File: src/rtl/adder_pkg.sv
// Shared constants for the 4-bit lookahead adder slice.
package adder_pkg;
  localparam int ADDER_W = 4;
endpackage

File: src/rtl/cla_4.sv
// Combinational 4-bit carry-lookahead core: every carry is a flat sum of
// products of g, p and cin, so no carry depends on a lower carry signal.
module cla_4
  import adder_pkg::*;
(
  input  logic [ADDER_W-1:0] a,
  input  logic [ADDER_W-1:0] b,
  input  logic               cin,
  output logic [ADDER_W-1:0] sum,
  output logic               cout,
  output logic [ADDER_W-1:0] p,
  output logic [ADDER_W-1:0] g
);

  logic [ADDER_W:0] cy;

  // XOR propagate doubles as the half-sum term.
  assign p = a ^ b;
  assign g = a & b;

  assign cy[0] = cin;
  assign cy[1] = g[0]
               | (p[0] & cin);
  assign cy[2] = g[1]
               | (p[1] & g[0])
               | (p[1] & p[0] & cin);
  assign cy[3] = g[2]
               | (p[2] & g[1])
               | (p[2] & p[1] & g[0])
               | (p[2] & p[1] & p[0] & cin);
  assign cy[4] = g[3]
               | (p[3] & g[2])
               | (p[3] & p[2] & g[1])
               | (p[3] & p[2] & p[1] & g[0])
               | (p[3] & p[2] & p[1] & p[0] & cin);

  assign sum  = p ^ cy[ADDER_W-1:0];
  assign cout = cy[ADDER_W];

endmodule

File: src/rtl/adder_4.sv
// 4-bit lookahead adder with every output registered; p/g are exported so a
// higher-level lookahead unit can chain several of these into wider adders.
module adder_4
  import adder_pkg::*;
(
  input  logic               clk,
  input  logic               rst,
  input  logic [ADDER_W-1:0] a,
  input  logic [ADDER_W-1:0] b,
  input  logic               cin,
  output logic [ADDER_W-1:0] c,
  output logic               cout,
  output logic [ADDER_W-1:0] p,
  output logic [ADDER_W-1:0] g
);

  logic [ADDER_W-1:0] sum_w;
  logic               cout_w;
  logic [ADDER_W-1:0] p_w;
  logic [ADDER_W-1:0] g_w;

  logic [ADDER_W-1:0] c_p0;
  logic               cout_p0;
  logic [ADDER_W-1:0] p_p0;
  logic [ADDER_W-1:0] g_p0;

  cla_4 u_cla (
    .a    (a),
    .b    (b),
    .cin  (cin),
    .sum  (sum_w),
    .cout (cout_w),
    .p    (p_w),
    .g    (g_w)
  );

  // Stage p0: capture every edge; reset clears the data outputs too, since
  // downstream logic reads them without a qualifying valid.
  always_ff @(posedge clk) begin
    if (rst) begin
      c_p0    <= '0;
      cout_p0 <= 1'b0;
      p_p0    <= '0;
      g_p0    <= '0;
    end else begin
      c_p0    <= sum_w;
      cout_p0 <= cout_w;
      p_p0    <= p_w;
      g_p0    <= g_w;
    end
  end

  assign c    = c_p0;
  assign cout = cout_p0;
  assign p    = p_p0;
  assign g    = g_p0;

endmodule

File: config.mk
export PLATFORM = sky130hd
export DESIGN_NAME = adder_4
export DESIGN_NICKNAME = d
export VERILOG_FILES = /design/src/rtl/adder_pkg.sv /design/src/rtl/cla_4.sv /design/src/rtl/adder_4.sv
export SDC_FILE = /design/constraint.sdc
export NUM_CORES = 1
export LEC_CHECK = 0
export BUFFER_PORTS_ARGS = -buffer_cell sky130_fd_sc_hd__buf_2
export CAP_MARGIN = 5
export CORE_UTILIZATION = 40
export DETAILED_ROUTE_END_ITERATION = 10
export GPL_TIMING_DRIVEN = 0
export PLACE_DENSITY = 0.76
export SETUP_SLACK_MARGIN = 0.2
export SYNTH_ARGS = -nofsm -noshare
export SYNTH_HDL_FRONTEND = slang
export SYNTH_HIERARCHICAL = 1
export SYNTH_SLANG_ARGS = --single-unit
File: constraint.sdc
create_clock -name clk -period 1.21 [get_ports clk]
set_clock_uncertainty 0.1 [all_clocks]
set_input_delay 0.0605 -clock clk [delete_from_list [all_inputs] [get_ports clk]]
set_output_delay 0.0605 -clock clk [all_outputs]
set_load 0.005 [all_outputs]
Yosys cells after proc, flatten, opt, wreduce, memory -nomap -nowiden. Cells that the tools add are included.

Register bits after elaboration: 13. Bits in latches: 0. RAM bits: 0. Memory bits (read-only): 0. Bits of input ports: 11. Output and inout bits: 13. Memories kept: 0.

$add $sub $neg: 0. Multipliers: 0. Div/mod/pow operators: 0. $lt $le $gt $ge: 0. Equality and inequality tests: 0. Shift operators: 0. Mux-type cells: 0. Bitwise logic cells: 29. Reduce and logical (&&, ||, !) cells: 0.

Operators by type and width (number): $and 1x1->1 (16); $or 1x1->1 (10); $xor 4x4->4 (2); $and 4x4->4 (1).

Depth between registers and ports, before layout.
Depth after elaboration: 6. Depth in mapped cells: 5. Depth with buffers taken out: 5.

Cells and area by module. Netlist, hierarchy kept.

By module, submodules not included: adder_4 (times used 1, cells an instance 27, area each 395.4 sq um, seq. area each 260.2 sq um); cla_4 (times used 1, cells an instance 23, area each 200.2 sq um, seq. area each 0.0 sq um).

Worst setup path after synthesis. Ideal clock, no wire load.

Kind: input port to flip-flop. Start point: input port a[0]. End point: register c_p0[3] (netlist: c[3]). Library setup time: 0.115 ns. Data arrival time: 0.943 ns. Data required time: 0.995 ns. Setup slack: 0.052 ns. Stages on the path: 5. Cell sequence: ha_1 -> a211oi_1 -> o21bai_1 -> xor2_1 -> nor2b_2.

Word-level cells in the longest chain between the ends: 5.

Ends and longest elaborated chain: from (decl) (RTL line adder_4.sv:8) `input logic [ADDER_W-1:0] a,`; $and 4x4->4 or $xor 4x4->4 (tied branches) (RTL line cla_4.sv:19, cla_4.sv:18); $and 1x1->1, on equally long branches (RTL line cla_4.sv:29, cla_4.sv:30); $or 1x1->1 or $and 1x1->1 (tied branches) (RTL line cla_4.sv:29, cla_4.sv:30); $or 1x1->1 (*) (RTL line cla_4.sv:30) `| (p[2] & p[1] & p[0] & cin);`; $xor 4x4->4 (*) (RTL line cla_4.sv:37) `assign sum = p ^ cy[ADDER_W-1:0];`; named net sum_w[3] (RTL line adder_4.sv:17) `logic [ADDER_W-1:0] sum_w;`; to (signal assigned) (RTL line adder_4.sv:46) `c_p0 <= sum_w;`; to (decl) (RTL line adder_4.sv:22) `logic [ADDER_W-1:0] c_p0;`.

Mark *: on every way through the listed nets, which the timed path passes. The rest lies on a longest branch. A chain may end at the register's enable or synchronous reset.

Final worst setup path.
Start point: input port a[0]. End point: register cout_p0 (netlist: cout).

Word-level cells in the longest chain between the ends: 4.

Ends and longest elaborated chain: $xor 4x4->4 (RTL line cla_4.sv:18) `assign p = a ^ b;`; named net p_w[0] (RTL line adder_4.sv:19) `logic [ADDER_W-1:0] p_w;`; $and 1x1->1 (2 in a row) (RTL line cla_4.sv:35) `| (p[3] & p[2] & p[1] & p[0] & cin);`; $or 1x1->1 (RTL line cla_4.sv:35); named net cout_w (RTL line adder_4.sv:18) `logic cout_w;`; to (signal assigned) (RTL line adder_4.sv:47) `cout_p0 <= cout_w;`; to (decl) (RTL line adder_4.sv:23) `logic cout_p0;`.

The timed path passes the listed nets, and every way through them passes these cells.

==> impl_metrics.json <==
{
  "slowest_delay_ns": 0.25,
  "htreeDepth": 1,
  "tns_ns": 0,
  "synthAdderAreaFrac": 0.160,
  "criticalPathCategory": "in2reg",
  "synth_simple_gate_area_frac": 0.208,
  "min_period_over_period": 0.806,
  "fp.dieH_um": 40.6,
  "wl_um": 1040,
  "syn_nets": 68,
  "track_usage": 0.166,
  "grt_pass1_vias": 400,
  "core_area_mm2": 0.00135,
  "ir_drop_mv": 0.692,
  "syn_area_um2": 596,
  "drc": 0,
  "crit_path_top_delay_cell": "ha_4",
  "wl_per_cell_um": 11.3,
  "maxSlewViolCount": 0,
  "ys_warn_count": 6,
  "post-route-min-period_ns": 0.975,
  "io_buffer_count": 23,
  "worst-path-max-fanout": 4,
  "synth_cells": 50,
  "cts-root-buf": "clkbuf_4",
  "postCtsSetupRepairBufs": 0,
  "leakage_nw": 0.397,
  "power_density_mw_per_mm2": 1200,
  "drive_gt1_frac": 0.610,
  "hold_ws_ns": 0.0362,
  "cts_buffers": 3,
  "grt_antenna_before_repair": 0,
  "diodes": 0,
  "p_seq_frac": 0.488,
  "cts.sinks": 13,
  "dieWidth_um": 40.6,
  "rsz0062_at_grt": "false",
  "startpoint_type": "primary input",
  "cp.arrival_ns": 1.04,
  "final_util": 0.597,
  "ys_seq_elements": 13,
  "hold_class": "in2reg",
  "synth_top_family_by_area": "simple AND/OR/NAND/NOR gates",
  "detail_route.iter0.violations": 3,
  "io_pins": 24,
  "finalSetupViolCount": 0,
  "crit_family": "compound AO/OA/AOI/OAI gates",
  "drv_cap": 0,
  "slew_headroom": 0.879,
  "vias": 415,
  "synth_xor_area_frac": 0.0441,
  "critPathRequiredTime_ns": 1.28,
  "fmax_ghz": 1.03,
  "globalRoute.totalOverflow": 0,
  "gp_congestion": 0.763,
  "worst_pin_slew_ns": 0.181,
  "rows": 13,
  "pwr-share-comb": 0.238,
  "synth_cell_type_count": 16,
  "outcome": "finished, final reports clean",
  "end_kind": "flip-flop",
  "switching_share": 0.249,
  "grt_max_degree": 11,
  "clk_path_buf_depth": 2,
  "crit_path_cell_trace": "buf_2, ha_4, a21o_1, a211oi_2, o21bai_1, nor2b_4",
  "dieArea_mm2": 0.00165,
  "grt_pass1_wl_um": 1700,
  "dr.pass1.iters": 4,
  "synth_compound_area_frac": 0.107,
  "synth_mux_area_frac": 0,
  "cts_resized": 0,
  "initial_utilization": 0.441,
  "pwr-share-clk": 0.274,
  "cts_tree": "done",
  "hpwl_um": 780,
  "cts.clk_slew.worst_paths_ns": 0.07,
  "final_nets": 96,
  "syn_to_final_growth_pct": 35.3,
  "p_int_mw": 0.723,
  "postRouteAntennaNets": 0,
  "synth_seq_area_share": 0.437,
  "hold_buffers": 0,
  "path_buf_inv": 1,
  "final_hold_viol_count": 0,
  "syn-mean-instance-area_um2": 11.9,
  "viasPerCell": 4.51,
  "p_switching_mw": 0.240
}
## layout make-up
type	count	area (um^2)
multi-input combinational	32	359
tap	15	18.8
inverter	4	15.0
fill	113	544
sequential	13	260
buffer	1	11.3
clock buffer	4	26.3
timing repair buffer	23	115
## cell usage in the layout, fill, tap and decap left out
cell / instances
a21oi_2: 1
a211oi_2: 2
ha_1: 3
o21ai_1: 1
a21o_1: 2
buf_2: 23
inv_1: 4
fa_2: 1
nor2b_4: 2
clkbuf_1: 1
o21ai_0: 1
clkbuf_4: 3
xnor2_1: 2
o21bai_1: 2
nor2b_2: 8
dfxtp_1: 13
and2b_2: 3
ha_4: 3
buf_6: 1
xor2_1: 1
## power by group through the flow
stage	combinational (mW)	clock (mW)	sequential, mW
2_1_floorplan	0.136	0	0.487
3_3_place_gp	0.215	0	0.479
3_5_place_dp	0.220	0	0.480
4_1_cts	0.221	0.273	0.471
5_1_grt	0.257	0.293	0.475
6_report	0.229	0.264	0.470
## Yosys cell counts
library cell | instances | share of area
a21oi_2 | 1 | 0.015
a211oi_1 | 2 | 0.025
a21o_1 | 2 | 0.025
nor2b_2 | 8 | 0.12
xnor2_1 | 2 | 0.029
and2b_2 | 3 | 0.044
xor2_1 | 1 | 0.015
o21ai_1 | 1 | 0.0084
dfxtp_1 | 13 | 0.44
o21bai_1 | 2 | 0.025
fa_1 | 1 | 0.034
ha_1 | 6 | 0.13
buf_6 | 1 | 0.019
nor2b_4 | 2 | 0.046
o21ai_0 | 1 | 0.0084
inv_1 | 4 | 0.025
## sequential cells by signal (all words and copies together) (netlist names)
| signal | cells |
|---|---|
| p | 4 |
| cout | 1 |
| g | 4 |
| c | 4 |
## per-layer routing
metal | global-route usage | vias up | routed length, um
li1 | - | 214 | -
met1 | 0.185 | 184 | 456
met2 | 0.274 | 17 | 537
met3 | 0.0500 | 0 | 48
met4 | 0.100 | 0 | 0
met5 | 0 | - | 0
## path summary, 6_finish.rpt
path                  start    to  slack (ns)  cells past startpoint
worst min-delay path    rst  g[3]        0.04                      2
worst max-delay path   a[0]  cout        0.23                      6
## cell families (layout without fill, tap and decap cells)
group | Yosys count | count (layout)
XOR/XNOR | 3 | 3
flip-flops | 13 | 13
AND/OR/NAND/NOR | 13 | 13
buffers and inverters | 5 | 32
AO/OA/AOI/OAI | 9 | 9
adder cells (fa/ha/maj) | 7 | 7
## per-stage QoR
stage               instances  instance area (um^2)  power, mW  worst slack (ns)
floorplan                  50                   633      0.623             0.172
global placement           88                   767      0.694           -0.0171
detailed placement         88                   767      0.700           -0.0458
CTS                        92                   793      0.966             0.247
global route               92                   806       1.03             0.216
finish                     92                   806      0.963             0.235
(Power assumes the default switching activity.)
